$ cat config.mk
export PLATFORM = sky130hd
export DESIGN_NAME = ps2_host_tx
export DESIGN_NICKNAME = d
export VERILOG_FILES = /design/src/rtl/ps2_pkg.sv /design/src/rtl/ps2_line_sync.sv /design/src/rtl/ps2_host_tx.sv
export SDC_FILE = /design/constraint.sdc
export NUM_CORES = 1
export LEC_CHECK = 0
export ABC_CLOCK_PERIOD_IN_PS = 1620
export CORE_MARGIN = 8
export CORE_UTILIZATION = 40
export CTS_CLUSTER_SIZE = 25
export DETAILED_ROUTE_END_ITERATION = 8
export GPL_ROUTABILITY_DRIVEN = 0
export PLACE_DENSITY = 0.63
export SLEW_MARGIN = 15
export SYNTH_ARGS = -nofsm -noshare
export SYNTH_HDL_FRONTEND = slang
export SYNTH_SLANG_ARGS = --single-unit
$ cat constraint.sdc
create_clock -name clk -period 1.62 [get_ports clk]
set_input_delay 0.324 -clock clk [delete_from_list [all_inputs] [get_ports clk]]
set_output_delay 0.324 -clock clk [all_outputs]
set_load 0.02 [all_outputs]
$ cat src/rtl/ps2_pkg.sv
// Shared PS/2 definitions: host transmitter states, command codes and frame layout.
package ps2_pkg;

  typedef enum logic [2:0] {
    ST_IDLE,
    ST_INHIBIT,
    ST_RTS,
    ST_ACK,
    ST_WAIT_IDLE
  } ps2_state_e;

  localparam logic [7:0] PS2_CMD_RESET    = 8'hFF;
  localparam logic [7:0] PS2_CMD_SET_LEDS = 8'hED;
  localparam logic [7:0] PS2_CMD_ENABLE   = 8'hF4;
  localparam logic [7:0] PS2_RSP_ACK      = 8'hFA;

  // start + 8 data + parity + stop
  localparam int unsigned PS2_FRAME_BITS = 11;

  // Everything after the start bit, LSB first: {stop, odd parity, data}.
  function automatic logic [PS2_FRAME_BITS-2:0] ps2_frame(input logic [7:0] data);
    return {1'b1, ~^data, data};
  endfunction

endpackage

$ cat src/rtl/ps2_line_sync.sv
// PS/2 line conditioning: 2-flop synchronizers, FILTER_LEN-sample level filter on
// both lines and a single-cycle PS2CLK falling-edge strobe. Shareable with the receiver.
module ps2_line_sync #(
  parameter int unsigned FILTER_LEN = 8
) (
  input  logic clk,
  input  logic rst_n,
  input  logic i_clk_raw,
  input  logic i_data_raw,
  output logic o_clk_filt,
  output logic o_data_filt,
  output logic o_clk_fall
);

  localparam int unsigned CW = $clog2(FILTER_LEN + 1);

  // bit 0 = PS2CLK, bit 1 = PS2Data
  logic [1:0]    r_s1;
  logic [1:0]    r_s2;
  logic [1:0]    r_filt;
  logic [CW-1:0] r_cnt [2];
  logic          r_fall;

  always_ff @(posedge clk or negedge rst_n) begin
    if (!rst_n) begin
      r_s1     <= '1;
      r_s2     <= '1;
      r_filt   <= '1;
      r_cnt[0] <= '0;
      r_cnt[1] <= '0;
      r_fall   <= 1'b0;
    end else begin
      r_s1   <= {i_data_raw, i_clk_raw};
      r_s2   <= r_s1;
      r_fall <= 1'b0;
      for (int unsigned k = 0; k < 2; k++) begin
        if (r_s2[k] == r_filt[k]) begin
          r_cnt[k] <= '0;
        end else if (r_cnt[k] == CW'(FILTER_LEN - 1)) begin
          r_filt[k] <= r_s2[k];
          r_cnt[k]  <= '0;
          if (k == 0 && !r_s2[k]) r_fall <= 1'b1;
        end else begin
          r_cnt[k] <= r_cnt[k] + 1'b1;
        end
      end
    end
  end

  assign o_clk_filt  = r_filt[0];
  assign o_data_filt = r_filt[1];
  assign o_clk_fall  = r_fall;

endmodule

$ cat src/rtl/ps2_host_tx.sv
// Host-to-device PS/2 command transmitter (inhibit, request-to-send, device-clocked
// frame, acknowledge). Optional watchdog enabled by defining PS2_TX_TIMEOUT_EN.
module ps2_host_tx
  import ps2_pkg::*;
#(
  parameter int unsigned CLK_HZ         = 100_000_000,
  parameter int unsigned INHIBIT_CYCLES = 12_000,
  parameter int unsigned TIMEOUT_CYCLES = 2_000_000,
  parameter int unsigned FILTER_LEN     = 8
) (
  input  logic       clk,
  input  logic       rst_n,
  input  logic       tx_valid,
  input  logic [7:0] tx_data,
  output logic       tx_ready,
  input  logic       ps2clk_in,
  input  logic       ps2data_in,
  output logic       ps2clk_pull,
  output logic       ps2data_pull,
  output logic       rx_hold,
  output logic       tx_done,
  output logic       tx_err
);

  localparam int unsigned INH_W = $clog2(INHIBIT_CYCLES);

  if (CLK_HZ == 0 || INHIBIT_CYCLES < 2 || TIMEOUT_CYCLES < 2) begin : g_bad_cfg
    $error("ps2_host_tx: invalid parameter set");
  end

  ps2_state_e                r_state;
  logic [PS2_FRAME_BITS-2:0] r_shift;
  logic [3:0]                r_bitcnt;
  logic [INH_W-1:0]          r_inh_cnt;
  logic                      r_ack;
  logic                      w_clk_filt;
  logic                      w_data_filt;
  logic                      w_clk_fall;

`ifdef PS2_TX_TIMEOUT_EN
  localparam int unsigned TO_W = $clog2(TIMEOUT_CYCLES);
  logic [TO_W-1:0] r_wd;
`endif

  ps2_line_sync #(
    .FILTER_LEN (FILTER_LEN)
  ) u_sync (
    .clk         (clk),
    .rst_n       (rst_n),
    .i_clk_raw   (ps2clk_in),
    .i_data_raw  (ps2data_in),
    .o_clk_filt  (w_clk_filt),
    .o_data_filt (w_data_filt),
    .o_clk_fall  (w_clk_fall)
  );

  always_ff @(posedge clk or negedge rst_n) begin
    if (!rst_n) begin
      r_state      <= ST_IDLE;
      r_shift      <= '0;
      r_bitcnt     <= '0;
      r_inh_cnt    <= '0;
      r_ack        <= 1'b0;
      tx_ready     <= 1'b1;
      ps2clk_pull  <= 1'b0;
      ps2data_pull <= 1'b0;
      rx_hold      <= 1'b0;
      tx_done      <= 1'b0;
      tx_err       <= 1'b0;
`ifdef PS2_TX_TIMEOUT_EN
      r_wd         <= '0;
`endif
    end else begin
      tx_done <= 1'b0;
      tx_err  <= 1'b0;
      case (r_state)
        ST_IDLE: begin
          if (tx_valid) begin
            r_shift     <= ps2_frame(tx_data);
            r_bitcnt    <= '0;
            r_inh_cnt   <= '0;
            tx_ready    <= 1'b0;
            rx_hold     <= 1'b1;
            ps2clk_pull <= 1'b1;
            r_state     <= ST_INHIBIT;
          end
        end
        ST_INHIBIT: begin
          r_inh_cnt <= r_inh_cnt + 1'b1;
          // Start bit goes out one cycle early so it overlaps the last inhibit cycle.
          if (r_inh_cnt == INH_W'(INHIBIT_CYCLES - 2)) ps2data_pull <= 1'b1;
          if (r_inh_cnt == INH_W'(INHIBIT_CYCLES - 1)) begin
            ps2clk_pull <= 1'b0;
            r_state     <= ST_RTS;
`ifdef PS2_TX_TIMEOUT_EN
            r_wd        <= '0;
`endif
          end
        end
        ST_RTS: begin
          if (w_clk_fall) begin
            ps2data_pull <= ~r_shift[0];
            r_shift      <= {1'b0, r_shift[PS2_FRAME_BITS-2:1]};
            r_bitcnt     <= r_bitcnt + 1'b1;
            if (r_bitcnt == 4'(PS2_FRAME_BITS - 2)) r_state <= ST_ACK;
          end
        end
        ST_ACK: begin
          if (w_clk_fall) begin
            r_ack   <= ~w_data_filt;
            r_state <= ST_WAIT_IDLE;
          end
        end
        ST_WAIT_IDLE: begin
          if (w_clk_filt && w_data_filt) begin
            tx_done  <= r_ack;
            tx_err   <= ~r_ack;
            tx_ready <= 1'b1;
            rx_hold  <= 1'b0;
            r_state  <= ST_IDLE;
          end
        end
        default: r_state <= ST_IDLE;
      endcase
`ifdef PS2_TX_TIMEOUT_EN
      // Watchdog overrides whatever the state logic above decided this cycle.
      if (r_state == ST_RTS || r_state == ST_ACK || r_state == ST_WAIT_IDLE) begin
        if (r_wd == TO_W'(TIMEOUT_CYCLES - 1)) begin
          ps2clk_pull  <= 1'b0;
          ps2data_pull <= 1'b0;
          tx_done      <= 1'b0;
          tx_err       <= 1'b1;
          tx_ready     <= 1'b1;
          rx_hold      <= 1'b0;
          r_state      <= ST_IDLE;
        end else begin
          r_wd <= r_wd + 1'b1;
        end
      end
`endif
    end
  end

endmodule

==> flow_summary.rst <==
.. list-table::
   :header-rows: 1

   * - Metric
     - Value
   * - Maximum clock path buffer count
     - 2
   * - Initial core utilization
     - 40.9%
   * - Area delta synth->final
     - 21.9%
   * - Final number of max-transition violations
     - 0
   * - Post-Syn Area per Cell
     - 10.4 µm²
   * - First-pass DRT Iterations
     - 4
   * - Most used standard cells in the synthesized netlist
     - dfrtp_1 (46), nand2_1 (35), mux2i_1 (16), nor2_1 (16), o21ai_0 (14)
   * - CP peak stage delay
     - 0.59 ns
   * - Placement row count
     - 29
   * - GRT overflow
     - 0
   * - Horizontal die dimension
     - 96.1 µm
   * - Post-synthesis instance area
     - 0.00257 mm²
   * - First-pass GRT wire length
     - 8.74 mm
   * - Initial DRC Count
     - 74
   * - Number of enable-type register cells in the synthesized netlist
     - 0
   * - Cell-by-cell listing of the critical path
     - clkdlybuf4s50_1
   * - Max-capacitance violation count
     - 0
   * - Clock-pin transition on the worst setup and hold timing paths
     - 0.09 ns
   * - Deepest level of the CTS H-tree
     - 2
   * - Buffering stage count on the worst path with inverters included
     - 1
   * - DRC Markers
     - 0
   * - Post-Route Skew
     - 0.00826 ns
   * - Die area
     - 0.00924 mm²
   * - Placed Instance Area
     - 0.00299 mm²
   * - Critical path capture point type
     - output port
   * - Cell accounting for the most synthesized area
     - dfrtp_1
   * - Max-slew headroom at the worst pin
     - 77.1%
   * - Failing checks
     - negative hold slack
   * - Startpoint class of the critical path
     - flop
   * - Pin count of the biggest net entering global routing
     - 54
   * - Clock buffers created by TritonCTS
     - 5
   * - Leading register cell type out of synthesis
     - dfrtp_1
   * - Setup repair after global routing missed its margin
     - false
   * - Layout Nets
     - 308
   * - F_max
     - 643 MHz
   * - Critical Setup Path Class
     - flop to output port
   * - Number of distinct library cells after synthesis
     - 45
   * - Number of antenna violations at the first check in global routing
     - 0
   * - Outcome
     - complete, but fails checks
   * - Net Count, Synth
     - 265
   * - Routed wire length per instance
     - 13.2 µm
   * - Top area cells in the synthesized netlist
     - dfrtp_1 (45%), dfstp_2 (7.2%), mux2i_1 (6.2%)
   * - Synth warn
     - 0
   * - Via count of the first global-routing pass
     - 1894
   * - Crit path time final
     - 1.55 ns
   * - Worst min-delay path class
     - input port to asynchronous set/reset pin
   * - Crit path arrival time
     - 1.23 ns
   * - Height of the chip
     - 96.1 µm
   * - Post-detailed-route count of antenna-violating nets
     - 0
   * - Proportion of netlist area held by the largest area contributor
     - 44.8%
   * - Proportion of register bits with asynchronous set or reset after synthesis
     - 100%
   * - Hold Violations, Final
     - 2
   * - Switching component of the power
     - 0.998 mW
   * - Detailed placement HPWL
     - 3.47 mm
   * - Share of post-route cells with drive strength above 1
     - 19.7%
   * - Fraction of power consumed by sequential logic
     - 54.5%
   * - Slowest CP cell
     - clkdlybuf4s50_1
   * - Least-Margin Pin Slew
     - 0.341 ns
   * - Power, Total
     - 3.24 mW
   * - Power Dens Cells
     - 1030 mW/mm²
   * - Via count
     - 1865
   * - Sequential cell area fraction in the yosys report
     - 52.0%
   * - Synth Register Bits
     - 53
   * - Worst vdd rail ir drop
     - 0.558 mV
   * - Net Sw Frac
     - 30.8%
   * - Via/cell ratio
     - 5.08
   * - Final Setup Violations
     - 0
   * - Ant diodes
     - 0
   * - Highest net fanout along the worst path
     - 1
   * - CTS Sinks
     - 53
   * - IO Port Bufs
     - 18
   * - Fin Hold WS
     - -0.00184 ns
   * - Combinational share of power
     - 21.8%
   * - Leading cell type by number of instances after synthesis
     - dfrtp_1
   * - CTS tree
     - built
   * - Gr usage total
     - 11.8%
   * - Setup TNS
     - 0 ns
   * - Number of ports placed on the die boundary
     - 19
   * - Total length of routed wires
     - 4.85 mm
   * - Data required time at the worst endpoint
     - 1.30 ns
   * - Share of power burned in the clock network
     - 23.7%
   * - Synthesized instance count
     - 246
   * - Final design instance area without fill
     - 0.00313 mm²
   * - Clock root buffer
     - clkbuf_8
   * - Insertion delay to the later sink of the worst-skew pair
     - 0.31 ns
   * - Kind of cell adding the most delay to the critical path
     - buffers and inverters
   * - Part of the cycle the worst path needs
     - 95.9%
   * - Leakage Power
     - 1.37 nW
   * - Worst-case register-to-register setup slack
     - 0.11 ns
   * - Area inside the core boundary
     - 0.00628 mm²
   * - Internal power summed over all cells
     - 2.24 mW
## layout by cell type (no fill, tap or decap), drive strengths merged, types with 2 or more instances in the layout
master,synthesis,routed
nand2b,3,3
clkdlybuf4s50,0,13
nand4,4,4
inv,4,5
nor2,16,16
nand2,35,35
ha,6,6
dfstp,7,7
nor2b,3,3
nand3,11,11
buf,7,28
a21oi,13,13
dfrtp,46,46
and4,2,2
xnor2,10,10
clkbuf,2,5
and3,2,2
nor3,5,5
a31oi,2,2
xor2,2,2
dlygate4sd2,0,4
and2,3,3
a32oi,2,2
mux2,3,3
o21ai,24,24
nor3b,4,4
mux2i,16,16
or3,3,3
## power by group through the flow
stage	registers (mW)	clock network (mW)	logic [mW]
global placement	1.78	0	0.696
finish	1.76	0.767	0.707
CTS	1.76	0.799	0.715
detailed placement	1.78	0	0.713
floorplan	1.77	0	0.420
global route	1.80	0.856	0.815
## registers in the layout, summed over array words and instances, names as in the netlist, 2 cells and up
register,cells
r_bitcnt,4
r_inh_cnt,14
r_shift,10
r_state,3
u_sync.r_cnt,8
u_sync.r_filt,2
u_sync.r_s1,2
u_sync.r_s2,2
## logic make-up (layout without fill, tap and decap cells)
logic type / count (synthesis) / count (layout) / share of synthesized area [%]
xor gates and xnor gates: 12 / 12 / 4.09
adders and majority gates: 6 / 6 / 2.92
muxes: 19 / 19 / 7.55
AOI/OAI and AO/OA: 47 / 47 / 10.3
and+or+nand+nor: 96 / 96 / 20.0
DFF: 53 / 53 / 52.0
buffers and inverters: 13 / 57 / 3.12
## through the flow
step | utilization, % | worst slack, ns | cells
CTS | 49.0 | 0.0293 | 365
global route | 49.9 | 0.00166 | 367
detailed placement | 47.6 | -0.240 | 357
global placement | 47.6 | -0.203 | 357
finish | 49.9 | 0.0659 | 367
floorplan | - | 0.0115 | 246
## per-layer routing
layer	vias to the layer above	global-route usage, %	share of wire, %
li1	951	-	-
met1	891	15.5	51
met5	-	0	0
met2	18	18.9	46
met4	0	4.61	1.4
met3	5	1.95	1.9
## layout make-up
cell class / count / area (µm²)
multi-input cells: 180 / 1180
flip-flops and latches: 53 / 1340
clock inverters: 3 / 25.0
clock buffers: 5 / 68.8
fillers: 601 / 3150
well taps: 77 / 96.3
repair buffers: 45 / 402
inverters: 4 / 15.0
## worst paths after layout
check,depth (start not counted),from,endpoint
min in group clk,0,u_sync.r_s1[0]$_DFF_PN1_,u_sync.r_s2[0]$_DFF_PN1_
max in group asynchronous,2,rst_n,u_sync.r_filt[1]$_DFFE_PN1P_
hold reg to reg,0,u_sync.r_s1[0]$_DFF_PN1_,u_sync.r_s2[0]$_DFF_PN1_
setup reg to reg,5,r_state[2]$_DFFE_PN0P_,r_state[0]$_DFFE_PN0P_
setup / recovery,1,tx_err$_DFF_PN0_,tx_err
hold / removal,2,rst_n,tx_err$_DFF_PN0_
## timing repair
action	CTS	global route
gates resized for setup	4	9
hold buffers	0	0
endpoints found under the hold margin	0	0
endpoints found under the setup margin	4	17
pin swaps	0	1
buffers inserted	0	2
Note: power is estimated with default switching activity, not from simulation.
